===== src/rtl/cpu6_branchres_pkg.sv =====
// Shared encodings for the cpu6 branch resolution unit: branch types and FSM states.
package cpu6_branchres_pkg;

  localparam int CPU6_BRANCHTYPE_SIZE = 3;

  localparam logic [CPU6_BRANCHTYPE_SIZE-1:0] CPU6_BRANCHTYPE_NONE = 3'd0;
  localparam logic [CPU6_BRANCHTYPE_SIZE-1:0] CPU6_BRANCHTYPE_BEQ  = 3'd1;
  localparam logic [CPU6_BRANCHTYPE_SIZE-1:0] CPU6_BRANCHTYPE_BNE  = 3'd2;
  localparam logic [CPU6_BRANCHTYPE_SIZE-1:0] CPU6_BRANCHTYPE_BLTU = 3'd3;
  localparam logic [CPU6_BRANCHTYPE_SIZE-1:0] CPU6_BRANCHTYPE_BGEU = 3'd4;

  typedef enum logic {
    CPU6_BRRES_IDLE  = 1'b0,
    CPU6_BRRES_REDIR = 1'b1
  } brres_state_e;

endpackage


===== src/rtl/cpu6_branchres_branchdec.sv =====
// cpu6_branchdec: taken decision from branch type and the zero/lt comparison flags.
module cpu6_branchdec
  import cpu6_branchres_pkg::*;
(
  input  logic [CPU6_BRANCHTYPE_SIZE-1:0] branchtype,
  input  logic                            zero,
  input  logic                            lt,
  output logic                            taken
);

  always_comb begin
    taken = 1'b0;
    case (branchtype)
      CPU6_BRANCHTYPE_BEQ:  taken = zero;
      CPU6_BRANCHTYPE_BNE:  taken = ~zero;
      CPU6_BRANCHTYPE_BLTU: taken = lt;
      CPU6_BRANCHTYPE_BGEU: taken = ~lt;
      default:              taken = 1'b0;
    endcase
  end

endmodule


===== src/rtl/cpu6_branchres.sv =====
// Branch resolution and redirect unit for the cpu6 EX stage.
// Optional branch statistics counters are built when CPU6_BRANCH_STATS_EN is defined.
module cpu6_branchres
  import cpu6_branchres_pkg::*;
#(
  parameter int PC_W   = 32,
  parameter int DATA_W = 32
) (
  input  logic                            clk,
  input  logic                            reset,
  input  logic                            ex_valid,
  output logic                            ex_ready,
  input  logic [CPU6_BRANCHTYPE_SIZE-1:0] ex_branchtype,
  input  logic [DATA_W-1:0]               ex_rs1,
  input  logic [DATA_W-1:0]               ex_rs2,
  input  logic [PC_W-1:0]                 ex_pc,
  input  logic [PC_W-1:0]                 ex_imm,
  input  logic                            ex_pred_taken,
  output logic                            redirect_valid,
  output logic [PC_W-1:0]                 redirect_pc,
  input  logic                            redirect_ready,
  output logic                            flush,
  output logic [31:0]                     stat_branches,
  output logic [31:0]                     stat_mispredicts
);

  brres_state_e    state_q;
  logic [PC_W-1:0] redirect_pc_q;
  logic            flush_q;

  logic            zero;
  logic            lt;
  logic            taken;
  logic            is_branch;
  logic            accept;
  logic            mispredict;
  logic [PC_W-1:0] target;

  assign zero = (ex_rs1 == ex_rs2);
  assign lt   = (ex_rs1 < ex_rs2);

  cpu6_branchdec u_branchdec (
    .branchtype (ex_branchtype),
    .zero       (zero),
    .lt         (lt),
    .taken      (taken)
  );

  assign is_branch  = (ex_branchtype != CPU6_BRANCHTYPE_NONE);
  assign accept     = ex_valid & ex_ready;
  assign mispredict = is_branch & (taken ^ ex_pred_taken);
  // Both sums wrap modulo 2^PC_W by construction.
  assign target     = taken ? (ex_pc + ex_imm) : (ex_pc + PC_W'(4));

  always_ff @(posedge clk or posedge reset) begin
    if (reset) begin
      state_q       <= CPU6_BRRES_IDLE;
      redirect_pc_q <= '0;
      flush_q       <= 1'b0;
    end else begin
      flush_q <= 1'b0;
      case (state_q)
        CPU6_BRRES_IDLE: begin
          if (accept && mispredict) begin
            redirect_pc_q <= target;
            flush_q       <= 1'b1;
            state_q       <= CPU6_BRRES_REDIR;
          end
        end
        CPU6_BRRES_REDIR: begin
          if (redirect_ready) state_q <= CPU6_BRRES_IDLE;
        end
        default: state_q <= CPU6_BRRES_IDLE;
      endcase
    end
  end

  assign ex_ready       = (state_q == CPU6_BRRES_IDLE);
  assign redirect_valid = (state_q == CPU6_BRRES_REDIR);
  assign redirect_pc    = redirect_pc_q;
  assign flush          = flush_q;

`ifdef CPU6_BRANCH_STATS_EN
  logic [31:0] stat_branches_q;
  logic [31:0] stat_mispredicts_q;

  // Saturating counters; only reset clears them.
  always_ff @(posedge clk or posedge reset) begin
    if (reset) begin
      stat_branches_q    <= '0;
      stat_mispredicts_q <= '0;
    end else if (accept && is_branch) begin
      if (stat_branches_q != 32'hFFFF_FFFF) stat_branches_q <= stat_branches_q + 32'd1;
      if (mispredict && stat_mispredicts_q != 32'hFFFF_FFFF)
        stat_mispredicts_q <= stat_mispredicts_q + 32'd1;
    end
  end

  assign stat_branches    = stat_branches_q;
  assign stat_mispredicts = stat_mispredicts_q;
`else
  assign stat_branches    = 32'd0;
  assign stat_mispredicts = 32'd0;
`endif

endmodule


===== config.mk =====
export PLATFORM = sky130hd
export DESIGN_NAME = cpu6_branchres
export DESIGN_NICKNAME = d
export VERILOG_FILES = /design/src/rtl/cpu6_branchres_pkg.sv /design/src/rtl/cpu6_branchres_branchdec.sv /design/src/rtl/cpu6_branchres.sv
export SDC_FILE = /design/constraint.sdc
export NUM_CORES = 1
export LEC_CHECK = 0
export CORE_MARGIN = 5
export CORE_UTILIZATION = 55
export DETAILED_ROUTE_END_ITERATION = 16
export DONT_BUFFER_PORTS = 1
export GPL_ROUTABILITY_DRIVEN = 0
export GPL_TIMING_DRIVEN = 0
export PLACE_DENSITY = 0.72
export SYNTH_ARGS = -nofsm -noshare
export SYNTH_HDL_FRONTEND = slang
export SYNTH_HIERARCHICAL = 1
export SYNTH_SLANG_ARGS = --single-unit

===== constraint.sdc =====
create_clock -name clk -period 1.4 [get_ports clk]
set_input_delay 0.28 -clock clk [delete_from_list [all_inputs] [get_ports clk]]
set_output_delay 0.28 -clock clk [all_outputs]
set_load 0.05 [all_outputs]

# Word-level counts from Yosys, hierarchy flattened
# Cells that the tools add are included.
# word_totals
word_cells	26
out_inout_bits	99
register_bits	34
input_bits	136
mem_bits_rw	0
latch_bits	0
mem_bits_ro	0
memories	0
# classes
multipliers	0
n_div	0
shifts	0
muxes	6
reduce_logical	3
n_eq_ne	5
n_lt_le_gt_ge	1
bitwise	6
add_sub_neg	2
# ops
operator	count
$add A32 B3 Y32 const B	1
$add A32 B32 Y32	1
$eq A32 B32 Y1	1
$lt A32 B32 Y1	1
$mux W32	1
$eq A3 B2 Y1 const B	2
$pmux W1 S4	1
$eq A3 B1 Y1 const B	1
$eq A3 B3 Y1 const B	1
$mux W1	3
$not A1 Y1	3
$reduce_bool A3 Y1	1
$and A1 B1 Y1	2
$pmux W1 S2	1
$reduce_and A2 Y1	1
$logic_and A1 B1 Y1	1
$xor A1 B1 Y1	1

# Depth between registers and ports, before layout
# logic_depth
word_depth	8
depth_mapped	19
mapped_depth_nobuf	19

# Hierarchy
# Netlist, hierarchy kept.
# modules_own_cells
module	seq_area_each_um2	cells_each	area_each_um2	instances
cpu6_branchres	850.8	638	5029.8	1
cpu6_branchdec	0.0	6	43.8	1

# Worst setup path before layout
# OpenSTA, ideal clock, no wires.
# synth_timing
kind	input-to-reg
startpoint	in ex_rs2[1]
endpoint	reg redirect_pc_q[30] (netlist: redirect_pc[30])
arrival_ns	3.555
n_path_buf	3
setup_time_ns	0.092
t_required_ns	1.308
stages	19
slack_ns	-2.246
path_cell_list	inv_1 -> ha_1 -> nor2b_1 -> o21a_1 -> o21a_1 -> o21a_1 -> o21a_1 -> o21ai_1 -> a21oi_1 -> a2111oi_0 -> inv_1 -> mux2i_1 -> a311o_1 -> clkbuf_1 -> a211o_1 -> clkbuf_1 -> clkbuf_1 -> nand2_1 -> o31ai_2
# synth_via
elab_chain_len	7
elab_cells_between_ends	10
classes_between	order compare: 1; eq/ne: 1; mux: 2; bitwise: 4; reduce/logical: 2
# synth_lines
element	line_no	text
start: declaration	cpu6_branchres.sv:15	input logic [DATA_W-1:0] ex_rs2,
$lt A32 B32 Y1 (*)	cpu6_branchres.sv:40	assign lt = (ex_rs1 < ex_rs2);
named net lt	cpu6_branchres.sv:32	logic lt;
$not A1 Y1	cpu6_branchres_branchdec.sv:17	CPU6_BRANCHTYPE_BGEU: taken = ~lt;
$pmux W1 S4 (*)	cpu6_branchres_branchdec.sv:13	case (branchtype)
named net taken	cpu6_branchres.sv:33	logic taken;
$xor A1 B1 Y1	cpu6_branchres.sv:51	assign mispredict = is_branch & (taken ^ ex_pred_taken);
$and A1 B1 Y1	cpu6_branchres.sv:51	
$logic_and A1 B1 Y1	cpu6_branchres.sv:64	if (accept && mispredict) begin
$reduce_and A2 Y1 (no line)	n/a	
end signal: assignment	cpu6_branchres.sv:65	redirect_pc_q <= target;
end: declaration	cpu6_branchres.sv:28	logic [PC_W-1:0] redirect_pc_q;
# The timed path passes the listed nets; every way through them passes the cells marked *.
# A chain may end at the register's enable or synchronous reset.

# Worst setup path in the final report
# layout_timing
startpoint	in ex_rs1[1]
endpoint	reg redirect_pc_q[22] (netlist: redirect_pc[22])
# layout_via
elab_chain_len	7
elab_cells_between_ends	10
classes_between	order compare: 1; eq/ne: 1; mux: 2; bitwise: 4; reduce/logical: 2
# layout_lines
element	line_no	text
start: declaration	cpu6_branchres.sv:14	input logic [DATA_W-1:0] ex_rs1,
$lt A32 B32 Y1 (*)	cpu6_branchres.sv:40	
named net lt	cpu6_branchres.sv:32	
$not A1 Y1	cpu6_branchres_branchdec.sv:17	
$pmux W1 S4 (*)	cpu6_branchres_branchdec.sv:13	
named net taken	cpu6_branchres.sv:33	
$xor A1 B1 Y1	cpu6_branchres.sv:51	
$and A1 B1 Y1	cpu6_branchres.sv:51	
$logic_and A1 B1 Y1	cpu6_branchres.sv:64	
$reduce_and A2 Y1 (no line)	n/a	
# Marks and branches as above.

==> results.toml <==
[run_status]
status = "finished, violations left"
violations = "negative setup slack"

[final_layout]
nFillCells = 818
instances_no_fill = 840
area_growth_syn_to_layout_pct = 21.9
nets = 929
diodes = 0
final_core_util_pct = 67.9
drive_above_1_share_pct = 25.5

[routing]
highest_layer = "met4"
wire_per_inst_um = 18.4
met1_length_um = 5880
drt_iter0_drc = 317
drt_pre_antenna_iters = 7
drc = 0
wl_um = 15500
wl_met2_um = 7990
num_vias = 4929
viasPerCell = 5.87
antenna_left = 0
wl_met3_um = 1290

[power_and_ir_drop]
ir_worst_vdd_mv = 0.453
power.density_nw_per_um2 = 984
power_w = 0.00608
cellLeakagePower_nw = 3.07

[placed_design]
dp_cells = 818
dpl_worst_slack_ns = -2.32
portBuffers = 0
dp.final_hpwl_um = 12600

[floorplanning]
die_h_um = 106
core-area_sq_um = 9110
die_area_sq_um = 11200
start_util_pct = 55.7
boundaryPins = 235
rows = 35
die_x_um = 106

[setup_path]
endpoint_kind = "register"
critPathKind = "input port to register"
crit_arrival_ns = 3.32
cp_max_fo = 7
rr_endpoint = "redirect_pc[24]$_DFFE_PP0P_"
reg2reg_from = "redirect_valid$_DFF_PP0_"
r2r_slack_ns = -0.58
ff2ff_path_depth = 7
crit_required_ns = 1.62
crit_start = "ex_rs1[1]"
start_kind = "input port"

[sta]
timing.final.ws_setup_ns = -1.70
max_freq_ghz = 0.322
hold_viol = 0
tightestPinTransition_ns = 0.761
rsz0062_at_grt = "yes"
skew_ns = 0.00413
max_slew_margin_pct = 49.2
fin_crit_ns = 3.10
finalCritPeriodShare_pct = 222
setup_viol = 35
slew_violations = 0
whs_ns = 0.00162

[cts]
clock_latency_ns = 0.29
htree_levels = 2
clock-root-buffer = "clkbuf_8"
clk_path_buf_depth = 2
cts_made_buffers = 5
postCtsHoldBufs = 0
clock-sinks = 34
cts_tree = "built"
cts.clk_slew.worst_paths_ns = 0.08

[synth]
syn_inst = 644
yosysWarnings = 6
synth_cell_types = 68
synth_seq_cells = 34
synth_area_per_cell_sq_um = 7.88
synth_ff_type = "dfrtp_1"
syn_area_sq_um = 5070
synth_async_sr_flop_share_pct = 100
synth-edff-count = 0
seq_area_frac_synth_pct = 16.8

[grt]
grt_pass1_wl_um = 24100
antenna_found_initial = 0
grt.overflow.total = 0
grt_pass1_vias = 4891
track_usage_pct = 26.4
grt_max_degree = 35

[flow_run]
cap_violations = 0

[worst_hold_path]
min_path_type = "input port to async pin"
==> registers in the layout, summed over array words and instances (netlist names) <==
register / flops
redirect_valid: 1
redirect_pc: 32
flush: 1
==> per-layer routing <==
layer | vias up | GRT usage [%]
met2 | 236 | 49.0
met4 | 0 | 8.88
met3 | 30 | 6.01
li1 | 2350 | -
met1 | 2313 | 29.6
met5 | - | 0
==> cells by family after synthesis <==
family / share of synthesized area (%)
compound gates: 25.5
xor+xnor: 8.29
fa+ha+maj: 16.2
buf+inv: 14.2
flops: 16.8
mux: 1.18
other cells: 0.0739
simple gates: 17.8
==> stage by stage <==
step           setup TNS (ns)  cell area [sq um]
6_report               -56.22               6180
3_5_place_dp           -76.24               5560
5_1_grt                -60.81               6180
4_1_cts                -54.83               5950
3_3_place_gp           -71.92               5560
2_1_floorplan          -58.46               5420
==> power by group <==
| part | internal (W) | switching [W] | leakage, nW |
|---|---|---|---|
| sequential | 0.00126 | 0.00145 | 0.423 |
| clock | 0.000396 | 0.000417 | 0.0472 |
| combinational | 0.00109 | 0.00148 | 2.60 |
==> cells in the final DEF (no fill, tap or decap), types with 25 or more instances in the layout <==
cell type / count
buf_4: 73
xor2_1: 25
nor2_1: 33
ha_1: 61
conb_1: 64
inv_1: 39
a21o_1: 28
a21oi_1: 42
dfrtp_1: 33
==> critical path, cell delays in order <==
cell	delay [ns]
ha_4	0.21
nor2b_1	0.12
o21a_1	0.16
o21a_1	0.18
o21a_1	0.17
o21a_1	0.16
o21ai_1	0.21
a21oi_4	0.09
a2111oi_4	0.22
nor4_1	0.08
a311o_1	0.30
clkbuf_8	0.17
a211o_4	0.41
buf_12	0.16
nor2_4	0.22
a22oi_2	0.08
o21ai_1	0.10
==> cell usage after synthesis, types with 19 or more instances <==
cell	n	area share, %
buf_4	64	9.5
ha_1	64	16
a21oi_1	46	4.5
inv_1	45	3.3
nand2_1	45	3.3
nor2_1	37	2.7
dfrtp_1	34	17
a21o_1	28	4.1
o21ai_0	25	2.5
xor2_1	25	4.3
xnor2_1	23	4.0
nand3_1	22	2.2
o21ai_1	19	1.9
==> worst max path at each step <==
stage / cells past startpoint / end
CTS: 18 / redirect_pc[24]$_DFFE_PP0P_
global route: 19 / redirect_pc[24]$_DFFE_PP0P_
global placement: 15 / redirect_pc[22]$_DFFE_PP0P_
detailed placement: 15 / redirect_pc[22]$_DFFE_PP0P_
floorplan: 17 / redirect_pc[24]$_DFFE_PP0P_
finish: 17 / redirect_pc[22]$_DFFE_PP0P_
==> area by class of cell <==
class                   instances  area, sq um  area share, %
plain buffers                  81          672           10.9
clock buffers                   6         82.6           1.34
clock inverters                 2         12.5          0.202
inverters                      45          195           3.16
multi-input cells             547         4080           65.9
flip-flops and latches         34          852           13.8
well taps                     111          139           2.25
repair buffers                 14          156           2.53
==> timing repair <==
item                       CTS  global route
gates cloned                 3             0
pin swaps                    8             9
gates resized for setup     52            50
setup endpoints to repair   35            35
buffers inserted             5             6
No activity file was read; power rests on OpenSTA's default activity.
